`config.mk`:
```
export PLATFORM = sky130hd
export DESIGN_NAME = snn_layer_engine
export DESIGN_NICKNAME = d
export VERILOG_FILES = /design/src/rtl/snn_layer_engine.sv
export SDC_FILE = /design/constraint.sdc
export NUM_CORES = 1
export LEC_CHECK = 0
export BUFFER_PORTS_ARGS = -buffer_cell sky130_fd_sc_hd__buf_2
export CORE_MARGIN = 2
export CORE_UTILIZATION = 25
export DETAILED_ROUTE_END_ITERATION = 10
export PLACE_DENSITY_LB_ADDON = 0.05
export SYNTH_ARGS = -nofsm -noshare
export SYNTH_HDL_FRONTEND = slang
export SYNTH_SLANG_ARGS = --single-unit
export TNS_END_PERCENT = 1
```
`constraint.sdc`:
```
create_clock -name clk -period 26.4 [get_ports clk]
set_input_delay 2.64 -clock clk [delete_from_list [all_inputs] [get_ports clk]]
set_output_delay 2.64 -clock clk [all_outputs]
set_load 0.05 [all_outputs]
```
`src/rtl/snn_layer_engine.sv`:
```
// Spiking layer engine: nibble-sum features -> spikes -> shift-weighted saturating neuron sums -> argmax.
// Optional SNN_SPIKE_SKIP_EN skips fetching weight words whose inputs did not spike.
module snn_layer_engine #(
  parameter int N_IN    = 4,
  parameter int N_OUT   = 2,
  parameter int IN_W    = 8,
  parameter int WW      = 4,
  parameter int DW      = 8,
  parameter int ACC_W   = 12,
  parameter int ADDR_W  = 6,
  parameter int TH      = 1,
  parameter int TIMEOUT = 16
) (
  input  logic                                        clk,
  input  logic                                        rst,
  input  logic                                        start,
  input  logic [N_IN*IN_W-1:0]                        in_vec,
  output logic                                        w_req,
  output logic [ADDR_W-1:0]                           w_addr,
  input  logic                                        w_valid,
  input  logic [DW-1:0]                               w_data,
  output logic                                        busy,
  output logic [N_IN-1:0]                             spike_out,
  output logic [N_OUT*ACC_W-1:0]                      acc_out,
  output logic [((N_OUT > 1) ? $clog2(N_OUT) : 1)-1:0] prediction,
  output logic                                        err,
  output logic                                        done
);
  localparam int WPW   = DW / WW;
  localparam int NW    = (N_IN * N_OUT + WPW - 1) / WPW;
  localparam int PW    = (N_OUT > 1) ? $clog2(N_OUT) : 1;
  localparam int SHW   = ACC_W + 2 ** (WW - 1);
  localparam int SUM_W = ACC_W + $clog2(WPW + 2);
  localparam int TCW   = $clog2(TIMEOUT + 1);
  localparam logic [ACC_W-1:0] ACC_MAX = '1;

  typedef enum logic [2:0] {S_IDLE, S_L1, S_REQ, S_WAIT, S_ARG, S_DONE} state_t;

  state_t                  r_state;
  logic [N_IN*IN_W-1:0]    r_in;
  logic [ACC_W-1:0]        r_feat [N_IN];
  logic [N_IN-1:0]         r_spike;
  logic [ACC_W-1:0]        r_acc [N_OUT];
  logic [PW-1:0]           r_pred;
  logic [ADDR_W-1:0]       r_word;
  logic [ADDR_W-1:0]       r_addr;
  logic [TCW-1:0]          r_wcnt;
  logic                    r_req, r_busy, r_err, r_done;

  logic [ACC_W-1:0]        w_feat [N_IN];
  logic [N_IN-1:0]         w_spike;
  logic [NW-1:0]           w_need;
  logic                    w_first_found, w_next_found;
  logic [ADDR_W-1:0]       w_first, w_next;
  logic [SUM_W-1:0]        w_sum [N_OUT];
  logic [ACC_W-1:0]        w_acc_next [N_OUT];
  logic [ACC_W-1:0]        w_best;
  logic [PW-1:0]           w_pred;

  // Positive shifts are done wide and clamped; negative shifts are logical right shifts.
  function automatic logic [ACC_W-1:0] sat_shift(input logic [ACC_W-1:0] x,
                                                 input logic signed [WW-1:0] w);
    logic [SHW-1:0] wide;
    logic [WW:0]    mag;
    wide = '0;
    mag  = '0;
    if (!w[WW-1]) begin
      wide = SHW'(x) << w[WW-2:0];
      sat_shift = (|wide[SHW-1:ACC_W]) ? ACC_MAX : wide[ACC_W-1:0];
    end else begin
      mag = -{w[WW-1], w};
      sat_shift = x >> mag;
    end
  endfunction

  function automatic logic [ACC_W-1:0] sat_acc(input logic [SUM_W-1:0] s);
    sat_acc = (|s[SUM_W-1:ACC_W]) ? ACC_MAX : s[ACC_W-1:0];
  endfunction

  always_comb begin
    for (int i = 0; i < N_IN; i++) begin
      w_feat[i]  = ACC_W'(r_in[i*IN_W +: IN_W/2]) + ACC_W'(r_in[i*IN_W + IN_W/2 +: IN_W/2]);
      w_spike[i] = w_feat[i] > ACC_W'(TH);
    end
  end

  always_comb begin
    w_need = '0;
    for (int i = 0; i < N_IN; i++) begin
      for (int j = 0; j < N_OUT; j++) begin
`ifdef SNN_SPIKE_SKIP_EN
        w_need[(i*N_OUT+j)/WPW] = w_need[(i*N_OUT+j)/WPW] | w_spike[i];
`else
        w_need[(i*N_OUT+j)/WPW] = 1'b1;
`endif
      end
    end
  end

  // Descending scan leaves the lowest qualifying word index in each result.
  always_comb begin
    w_first_found = 1'b0;
    w_first       = '0;
    w_next_found  = 1'b0;
    w_next        = '0;
    for (int n = NW - 1; n >= 0; n--) begin
      if (w_need[n]) begin
        w_first_found = 1'b1;
        w_first       = ADDR_W'(n);
        if (n > int'(r_word)) begin
          w_next_found = 1'b1;
          w_next       = ADDR_W'(n);
        end
      end
    end
  end

  always_comb begin
    for (int j = 0; j < N_OUT; j++) w_sum[j] = SUM_W'(r_acc[j]);
    for (int i = 0; i < N_IN; i++) begin
      for (int j = 0; j < N_OUT; j++) begin
        if (int'(r_word) == (i*N_OUT+j)/WPW && r_spike[i])
          w_sum[j] = w_sum[j] + SUM_W'(sat_shift(r_feat[i],
                       w_data[DW-1-((i*N_OUT+j)%WPW)*WW -: WW]));
      end
    end
    for (int j = 0; j < N_OUT; j++) w_acc_next[j] = sat_acc(w_sum[j]);
  end

  always_comb begin
    w_pred = '0;
    w_best = r_acc[0];
    for (int j = 1; j < N_OUT; j++) begin
      if (r_acc[j] > w_best) begin
        w_best = r_acc[j];
        w_pred = PW'(j);
      end
    end
  end

  always_ff @(posedge clk) begin
    if (r_state == S_IDLE && start) r_in <= in_vec;
    if (r_state == S_L1)
      for (int i = 0; i < N_IN; i++) r_feat[i] <= w_feat[i];
  end

  always_ff @(posedge clk) begin
    if (rst) begin
      r_state <= S_IDLE;
      r_req   <= 1'b0;
      r_addr  <= '0;
      r_busy  <= 1'b0;
      r_spike <= '0;
      r_pred  <= '0;
      r_err   <= 1'b0;
      r_done  <= 1'b0;
      r_word  <= '0;
      r_wcnt  <= '0;
      for (int j = 0; j < N_OUT; j++) r_acc[j] <= '0;
    end else begin
      r_done <= 1'b0;
      case (r_state)
        S_IDLE: if (start) begin
          for (int j = 0; j < N_OUT; j++) r_acc[j] <= '0;
          r_err   <= 1'b0;
          r_busy  <= 1'b1;
          r_state <= S_L1;
        end
        S_L1: begin
          r_spike <= w_spike;
          if (w_first_found) begin
            r_word  <= w_first;
            r_addr  <= w_first;
            r_req   <= 1'b1;
            r_state <= S_REQ;
          end else begin
            r_state <= S_ARG;
          end
        end
        S_REQ: begin
          r_req   <= 1'b0;
          r_addr  <= '0;
          r_wcnt  <= '0;
          r_state <= S_WAIT;
        end
        S_WAIT: if (w_valid) begin
          for (int j = 0; j < N_OUT; j++) r_acc[j] <= w_acc_next[j];
          if (w_next_found) begin
            r_word  <= w_next;
            r_addr  <= w_next;
            r_req   <= 1'b1;
            r_state <= S_REQ;
          end else begin
            r_state <= S_ARG;
          end
        end else if (r_wcnt == TCW'(TIMEOUT - 1)) begin
          for (int j = 0; j < N_OUT; j++) r_acc[j] <= '0;
          r_err   <= 1'b1;
          r_pred  <= '0;
          r_busy  <= 1'b0;
          r_done  <= 1'b1;
          r_state <= S_DONE;
        end else begin
          r_wcnt <= r_wcnt + 1'b1;
        end
        S_ARG: begin
          r_pred  <= w_pred;
          r_busy  <= 1'b0;
          r_done  <= 1'b1;
          r_state <= S_DONE;
        end
        S_DONE:  r_state <= S_IDLE;
        default: r_state <= S_IDLE;
      endcase
    end
  end

  assign w_req      = r_req;
  assign w_addr     = r_addr;
  assign busy       = r_busy;
  assign spike_out  = r_spike;
  assign prediction = r_pred;
  assign err        = r_err;
  assign done       = r_done;

  for (genvar j = 0; j < N_OUT; j++) begin : g_acc
    assign acc_out[j*ACC_W +: ACC_W] = r_acc[j];
  end

endmodule

```
==> run summary, run 1 <==
Status -> complete, no violations
Final worst path period share -> 44.9%
Gpl congestion -> 0.838
Max clock buf depth -> 2
EDFF count, synth -> 76
# Post-CTS Setup Buffers -> 0
Worst-skew pair later-pin latency -> 0.39 ns
CP endpoint kind -> flip-flop
Register area share after synthesis -> 22.3%
H-tree depth -> 3
Final Cell Area -> 13400 um2
HPWL Detailed -> 37500 um
Yosys reg bits -> 97
Total track usage -> 18.5%
Peak VDD IR -> 0.0000314 V
Tmin final -> 11.87 ns
Vias in the first global route -> 11527
Clock power share -> 25.0%
Crit-path slowest cell -> ha_1
Setup TNS -> 0 ns
CP Data Arrival Time -> 11.94 ns
Sequential Power Share -> 34.3%
Via density per instance -> 5.21
Slew HR -> 26.6%
Ys async rst share -> 0%
Starting DRT DRC Count -> 718
Most frequent cells in the layout -> nor2_1, nand2_1, ha_1
Final max-slew violation count -> 0
Pwr Density -> 42.7 nW/um2
Global-route wire length before repair -> 69900 um
TritonCTS Buffers -> 9
Final #Nets -> 1772
I/O pin count -> 83
Mapped Area -> 12100 um2
Net Sw Power -> 239 uW
Fmax -> 84.3 MHz
IO Port Bufs -> 78
DP Area -> 13100 um2
Leak -> 0.00568 uW
Overflow after GRT -> 0
Post-route ant nets -> 0
Synthesized instance count -> 1554
Die ar. -> 50300 um2
Die span in y -> 224 um
Layout cell share with drive strength beyond 1 -> 10.2%
Worst min-delay path class -> flip-flop to flip-flop
Pint -> 334 uW
Combinational power share -> 40.7%
Most common cell after layout, fill and taps aside -> nor2_1
Clock Root Buffer -> clkbuf_16
Critical Path Start Type -> primary input
Largest net degree at the start of global routing -> 56
# Max-Cap Violations -> 0
Synth cell types -> 77
Final setup fails -> 0
Die X -> 224 um
Clk_skew -> 0.0131 ns
Initial Utilization -> 25.3%
Core Rows -> 80
CTS clk-pin slew, worst paths -> 0.08 ns
Final Util -> 28.0%
CP bufs+invs -> 4
WL per Instance -> 21.1 um
DRC -> 0
Critical path class -> primary input to flip-flop
Avg Inst Size Synth -> 7.80 um2
Layout area overhead -> 10.5%
Final Hold Viols -> 0
Clock sink count -> 97
Worst Tran Pin Value -> 1.10 ns
Ys flop type -> edfxtp_1
Total Wirelength -> 46600 um
Total number of vias -> 11474
Unrepaired setup endpoints after global routing -> no
Post-CTS Resized -> 0
# diodes -> 0
CTS tree -> built
Detailed Routing Iterations Pass 1 -> 5
CP delay by family, top -> compound AO/OA/AOI/OAI gates
Req. time, crit path -> 26.47 ns
Core footprint -> 47800 um2
Switching Share -> 41.7%
Hold_buf cts -> 0
Yosys warns -> 0
CP max stage delay -> 0.98 ns
Critical path peak fanout -> 52
Initial antenna violation count -> 1
## worst register-to-register path: cells and delay by family (launching register included)
kind            cells  cell delay [ns]
buf+inv             1             0.07
simple gates        7             0.74
fa+ha+maj           5             1.65
flops               1             0.59
mux                 1             0.25
compound gates     18             4.54
## path summary, 6_finish.rpt
kind / startpoint / cells past startpoint / to / slack [ns]
setup / recovery: w_data[4] / 36 / r_acc[0][10]$_SDFFCE_PP0P_ / 14.53
hold / removal: prediction$_SDFFE_PP0P_ / 2 / prediction$_SDFFE_PP0P_ / 0.46
setup reg to reg: r_feat[0][3]$_DFFE_PN_ / 32 / r_acc[0][10]$_SDFFCE_PP0P_ / 18.26
hold reg to reg: prediction$_SDFFE_PP0P_ / 2 / prediction$_SDFFE_PP0P_ / 0.46
## logic make-up after synthesis
kind of cell | count (synthesis) | synth area share (%)
AOI/OAI and AO/OA | 524 | 27.3
and+or+nand+nor | 488 | 18.6
buffers and inverters | 169 | 5.50
adders and majority gates | 145 | 15.7
DFF | 97 | 22.3
muxes | 68 | 5.95
xor gates and xnor gates | 62 | 4.59
other | 1 | 0.0309
## final cells by class
class                           instances  area (um2)
Tap cell                              615         769
Timing Repair Buffer                   96         526
Multi-Input combinational cell       1291        8770
Clock buffer                            9         225
Sequential cell                        97        2700
Fill cell                            5286       34400
Clock inverter                          7        78.8
Inverter                               88         330
## per-layer routing
metal,vias to the layer above,wire length (um),global-route usage (%),share of wire (%)
met4,0,961,5.04,2.1
met5,-,0,0,0
met3,38,961,1.72,2.1
li1,5767,-,-,-
met2,151,23800,34.4,51
met1,5518,20900,22.7,45
## registers in the layout (all words and copies together), names as in the netlist, 2 cells and up
signal     cells
spike_out      4
r_in          32
r_feat        20
w_addr         2
r_word         2
r_wcnt         5
r_state        3
r_acc         24
## power by group through the flow
stage                     logic, uW  clock network [uW]  registers [uW]
after floorplan                 166                   0             199
after global placement          235                   0             200
after detailed placement        233                   0             200
after CTS                       234                 150             197
after global routing            261                 153             198
final                           233                 143             196
## cells in the mapped netlist (26+ instances only)
cell      count  share of area [%]
a21o_1       37                2.3
a21oi_1     124                5.1
a31oi_1      30                1.5
clkbuf_1     65                2.0
edfxtp_1     76                 19
ha_1        133                 14
inv_1        87                2.7
mux2_2       33                3.1
mux2i_1      35                2.9
nand2_1     154                4.8
nor2_1      155                4.8
nor2b_1      35                1.8
nor3_1       33                1.4
o21a_1       26                1.6
o21ai_0     125                5.2
o22ai_1      52                2.7
xnor2_1      35                2.5
xor2_1       26                1.9
## per-stage QoR
| stage | total power, uW | hold slack [ns] | cells | setup WS, ns |
|---|---|---|---|---|
| after global routing | 613 | 0.496 | 2203 | 13.63 |
| final | 573 | 0.455 | 2203 | 14.53 |
| after floorplan | 365 | 0.449 | 1557 | 16.26 |
| after CTS | 581 | 0.465 | 2203 | 14.55 |
| after global placement | 435 | 0.446 | 2187 | 13.95 |
| after detailed placement | 433 | 0.449 | 2187 | 14.14 |
No activity file was read; power rests on OpenSTA's default activity.
==> run 2, diff against run 1 <==
--- a/config.mk
+++ b/config.mk
@@ -5,6 +5,7 @@
 export SDC_FILE = /design/constraint.sdc
 export NUM_CORES = 1
 export LEC_CHECK = 0
+export ABC_AREA = 1
 export BUFFER_PORTS_ARGS = -buffer_cell sky130_fd_sc_hd__buf_2
 export CORE_MARGIN = 2
 export CORE_UTILIZATION = 25
==> constraint.sdc (replaced) <==
create_clock -name clk -period 10.6 [get_ports clk]
set_input_delay 1.06 -clock clk [delete_from_list [all_inputs] [get_ports clk]]
set_output_delay 1.06 -clock clk [all_outputs]
set_load 0.05 [all_outputs]
==> run 2 against run 1 <==
  * Final cell count increased by 29%
  * Non-clock buffer count increased by 10
  * Global-route usage rose by 0.59 points
  * Critical path depth is 13 higher
  * Critical path type unchanged
==> run summary, run 2 <==
Status -> complete, no violations
DR top layer -> met5
Worst Tran Pin Value -> 0.993 ns
WL per Instance -> 18.1 um
Yosys top cell area share -> 17.3%
CP Data Arrival Time -> 9.60 ns
Core footprint -> 52300 um2
Synth cell types -> 53
Fmax -> 106 MHz
CP max stage delay -> 0.60 ns
Layout area overhead -> 11.3%
M1 WL -> 25500 um
Core Rows -> 84
Critical path class -> primary input to flip-flop
Pwr Density -> 129 nW/um2
Initial antenna violation count -> 3
Vias in the first global route -> 13236
Register area -> 2700 um2
H-tree depth -> 3
Hold_buf cts -> 0
Critical Path Start Type -> primary input
Ys async rst share -> 0%
CTS clk-pin slew, worst paths -> 0.08 ns
Synthesized instance count -> 2090
Register with the most flip-flops -> r_in
Die X -> 233 um
Yosys reg bits -> 97
Yosys warns -> 0
Synth area leaders -> edfxtp_1, nand2_1, ha_1, inv_1, o21ai_0
Register area share after synthesis -> 20.5%
Global-route wire length before repair -> 78500 um
Final Cell Area -> 14700 um2
# Post-CTS Setup Buffers -> 0
Leak -> 0.00749 uW
Critical path peak fanout -> 21
Worst min-delay path class -> flip-flop to flip-flop
EDFF count, synth -> 76
Final Util -> 28.0%
Total number of vias -> 13580
Largest net degree at the start of global routing -> 41
Ys flop type -> edfxtp_1
Die span in y -> 233 um
Most frequent CP cell -> nand2_1
Req. time, crit path -> 10.73 ns
Slew HR -> 33.5%
IO Port Bufs -> 78
Area taken by multi-input logic gates -> 8970 um2
Most frequent cell after synthesis -> nand2_1
CP endpoint kind -> flip-flop
Avg Inst Size Synth -> 6.30 um2
I/O pin count -> 83
Total track usage -> 19.1%
DRC -> 0
Worst-skew pair later-pin latency -> 0.40 ns
Post-route ant nets -> 0
Clk_skew -> 0.0249 ns
# Max-Cap Violations -> 0
Max reg flops -> 32
Clock sink count -> 97
Final #Nets -> 2336
Setup TNS -> 0 ns
Layout cell share with drive strength beyond 1 -> 9.85%
Initial Utilization -> 25.1%
Post-CTS Resized -> 0
Gpl congestion -> 0.867
Overflow after GRT -> 0
TritonCTS Buffers -> 9
Detailed Routing Iterations Pass 1 -> 5
Biggest regs -> r_in x32, r_acc x24, r_feat x20
Final max-slew violation count -> 0
Final setup fails -> 0
Peak VDD IR -> 0.0000875 V
# fillers -> 5947
Via density per instance -> 4.78
DP Area -> 14300 um2
Met2 Wirelength -> 22500 um
CTS tree -> built
Most common cell after layout, fill and taps aside -> nand2_1
Total Wirelength -> 51500 um
Final worst path period share -> 89.4%
Tmin final -> 9.47 ns
Max clock buf depth -> 2
Die ar. -> 54500 um2
Cell taking the most area after synthesis -> edfxtp_1
Unrepaired setup endpoints after global routing -> no
Final Hold Viols -> 0
HPWL Detailed -> 43100 um
Mapped Area -> 13200 um2
Hold slack -> 0.472 ns
Crit-path slowest cell -> o41ai_1
Starting DRT DRC Count -> 946
Met3 wire len -> 2480 um
Clock Root Buffer -> clkbuf_16
Top cells by instance count after synthesis -> nand2_1, inv_1, nor2_1, o21ai_0, ha_1
Most frequent cells in the layout -> nand2_1, inv_1, nor2_1
[run 2: changes by cell type after synthesis, sizes merged, moves of 22 or more]
cell | previous run | this run
nand2 | 154 | 620
mux2i | 35 | 1
mux2 | 33 | 0
nor2 | 155 | 195
a21o | 37 | 8
nor2b | 37 | 0
o21ai | 127 | 149
nand3 | 21 | 139
inv | 87 | 315
clkbuf | 66 | 42
[run 2: routing by layer]
| metal | up-vias | global-route usage (%) |
|---|---|---|
| li1 | 6960 | - |
| met1 | 6273 | 26.9 |
| met2 | 296 | 30.2 |
| met3 | 49 | 2.78 |
| met4 | 2 | 5.40 |
| met5 | - | 0 |
[run 2: layout make-up]
| class | instances | share of cell area (%) |
|---|---|---|
| clock buffers | 9 | 1.54 |
| clock inverters | 7 | 0.547 |
| well taps | 688 | 5.88 |
| repair buffers | 106 | 4.10 |
| diodes | 1 | 0.0171 |
| flip-flops and latches | 97 | 18.4 |
| multi-input cells | 1611 | 61.2 |
| inverters | 322 | 8.26 |
[run 2: metrics by stage]
step	cells	power, uW	setup WS, ns
2_1_floorplan	2093	1230	2.75
3_3_place_gp	2824	1560	0.883
6_report	2841	1890	1.13
3_5_place_dp	2824	1550	0.885
5_1_grt	2841	2060	0.443
4_1_cts	2840	1910	1.28
[run 2: cell families (layout without fill, tap and decap cells)]
logic type / after synthesis / in the layout / share of synthesized area (%)
buf+inv: 385 / 444 / 11.4
mux: 1 / 1 / 0.0761
xor+xnor: 46 / 46 / 3.12
other cells: 1 / 5 / 0.0285
fa+ha+maj: 145 / 145 / 14.5
compound gates: 392 / 392 / 16.8
flops: 97 / 97 / 20.5
simple gates: 1023 / 1023 / 33.6
[run 2: worst paths after layout]
kind	startpoint	end	slack (ns)	cells past startpoint
min reg2reg	w_req$_SDFFE_PP0P_	w_req$_SDFFE_PP0P_	0.47	2
min	w_req$_SDFFE_PP0P_	w_req$_SDFFE_PP0P_	0.47	2
max	w_data[5]	r_acc[0][1]$_SDFFCE_PP0P_	1.13	49
max reg2reg	r_feat[0][3]$_DFFE_PN_	r_acc[0][1]$_SDFFCE_PP0P_	2.45	47
[run 2: where the power goes]
part | internal (uW) | total, uW | switching, uW
logic | 327 | 1020 | 697
clock network | 168 | 348 | 180
registers | 465 | 516 | 51.0
total | 960 | 1890 | 927
[run 2: worst max-delay path: cells and delay by family]
kind / cells / cell delay (ns)
AO/OA/AOI/OAI: 6 / 1.37
buffers and inverters: 11 / 2.00
adder cells (fa/ha/maj): 6 / 2.02
XOR/XNOR: 2 / 0.35
AND/OR/NAND/NOR: 24 / 2.77
==> run 3, diff against run 2 <==
--- a/config.mk
+++ b/config.mk
@@ -7,7 +7,6 @@
 export LEC_CHECK = 0
 export ABC_AREA = 1
 export BUFFER_PORTS_ARGS = -buffer_cell sky130_fd_sc_hd__buf_2
-export CORE_MARGIN = 2
 export CORE_UTILIZATION = 25
 export DETAILED_ROUTE_END_ITERATION = 10
 export PLACE_DENSITY_LB_ADDON = 0.05
==> run 3 against run 2 <==
  * Sequential cell count stayed put
  * Register-to-register slack better by 0.29 ns
  * First-iteration DRC count is 12% lower
  * Sequential power is essentially flat
  * Clock power increased by 3%
  * Die area decreased by 1.7%
  * Core utilization rose by 0.42 points
  * Critical path type unchanged
  * Critical endpoint is now r_acc[0][6]$_SDFFCE_PP0P_
  * Largest power group unchanged
  * Highest routed layer unchanged
==> run summary, run 3 (synthesis gave the netlist of run 2 again) <==
Die X -> 231 um
IO Port Bufs -> 78
Starting DRT DRC Count -> 831
Layout cell share with drive strength beyond 1 -> 9.94%
Fmax -> 110 MHz
Setup TNS -> 0 ns
CTS tree -> built
Critical Path Start Type -> primary input
Most frequent CP cell -> nand2_1
Slew HR -> 39.7%
Layout area overhead -> 11.4%
Register with the most flip-flops -> r_in
Critical path peak fanout -> 21
Unrepaired setup endpoints after global routing -> no
DRC -> 0
Worst min-delay path class -> flip-flop to flip-flop
WL per Instance -> 18.2 um
Leak -> 0.00751 uW
CP endpoint kind -> flip-flop
CTS clk-pin slew, worst paths -> 0.08 ns
H-tree depth -> 3
Status -> complete, no violations
Clock sink count -> 97
TritonCTS Buffers -> 9
CP max stage delay -> 0.53 ns
Peak VDD IR -> 0.0000816 V
Most common cell after layout, fill and taps aside -> nand2_1
Total track usage -> 19.3%
Global-route wire length before repair -> 79000 um
Req. time, crit path -> 10.72 ns
I/O pin count -> 83
Die ar. -> 53600 um2
Detailed Routing Iterations Pass 1 -> 5
Clock Root Buffer -> clkbuf_16
Worst Tran Pin Value -> 0.893 ns
Final worst path period share -> 86.0%
Post-CTS Resized -> 0
Initial Utilization -> 25.5%
Core Rows -> 83
Crit-path slowest cell -> inv_1
# Post-CTS Setup Buffers -> 0
Core footprint -> 51600 um2
Setup slack, reg-to-reg -> 2.74 ns
CP Data Arrival Time -> 9.23 ns
Pwr Density -> 130 nW/um2
Post-route worst setup slack -> 1.49 ns
Worst-skew pair later-pin latency -> 0.39 ns
Final setup fails -> 0
# Max-Cap Violations -> 0
Tmin final -> 9.11 ns
Biggest regs -> r_in x32, r_acc x24, r_feat x20
Clk_skew -> 0.0185 ns
Gpl congestion -> 0.891
Max reg flops -> 32
Total number of vias -> 13599
Overflow after GRT -> 0
Final Cell Area -> 14700 um2
Largest net degree at the start of global routing -> 41
Final max-slew violation count -> 0
Post-route ant nets -> 0
Final #Nets -> 2338
Final Hold Viols -> 0
DP Area -> 14300 um2
Die span in y -> 231 um
Hold_buf cts -> 0
Total Wirelength -> 51500 um
Via density per instance -> 4.80
Initial antenna violation count -> 2
Max clock buf depth -> 2
Dpl ws -> 1.18 ns
Most frequent cells in the layout -> nand2_1, inv_1, nor2_1
Vias in the first global route -> 13210
Critical path class -> primary input to flip-flop
HPWL Detailed -> 43200 um
run 3: cell count changes in the layout (fill, tap and decap cells not counted), sizes merged:
| cell | previous run | this run |
|---|---|---|
| buf | 106 | 108 |
| inv | 319 | 320 |
| clkinvlp | 1 | 0 |
run 3: layer usage:
layer / track usage, % / share of wire (%)
met3: 1.72 / 3.5
met4: 3.97 / 1.3
met2: 30.6 / 44
met5: 0 / 0.023
met1: 28.2 / 52
run 3: power breakdown:
part	internal, uW	switching (uW)	leakage (uW)
sequential	465	50.7	0.000918
clock	172	188	0.000153
combinational	327	703	0.00643
run 3: area by class of cell:
type / instances / area (um2)
Antenna cell: 1 / 2.50
Clock buffer: 9 / 225
Clock inverter: 7 / 86.3
Fill cell: 5855 / 37000
Inverter: 322 / 1210
Multi-Input combinational cell: 1611 / 8970
Sequential cell: 97 / 2700
Tap cell: 680 / 851
Timing Repair Buffer: 108 / 616
run 3: metrics by stage:
stage               util [%]  hold WS (ns)  std cells  total power [uW]
global placement        27.8         0.459       2818              1560
finish                  28.4         0.475       2835              1910
detailed placement      27.8         0.468       2818              1550
CTS                     28.4         0.478       2834              1930
floorplan                  -         0.472       2093              1230
global route            28.4         0.497       2834              2070
run 3: worst max-delay path: cells and delay by family:
kind            cells  cell delay (ns)
simple gates       20             2.32
buf+inv             9             1.82
fa+ha+maj           6             2.29
compound gates      7             1.70
run 3: final timing paths:
kind / start / endpoint / cells past startpoint
worst min register to register: err$_SDFFE_PP0P_ / err$_SDFFE_PP0P_ / 2
worst max-delay path: w_data[5] / r_acc[0][6]$_SDFFCE_PP0P_ / 42
worst max register to register: r_feat[0][3]$_DFFE_PN_ / r_acc[0][6]$_SDFFCE_PP0P_ / 40
worst min-delay path: err$_SDFFE_PP0P_ / err$_SDFFE_PP0P_ / 2
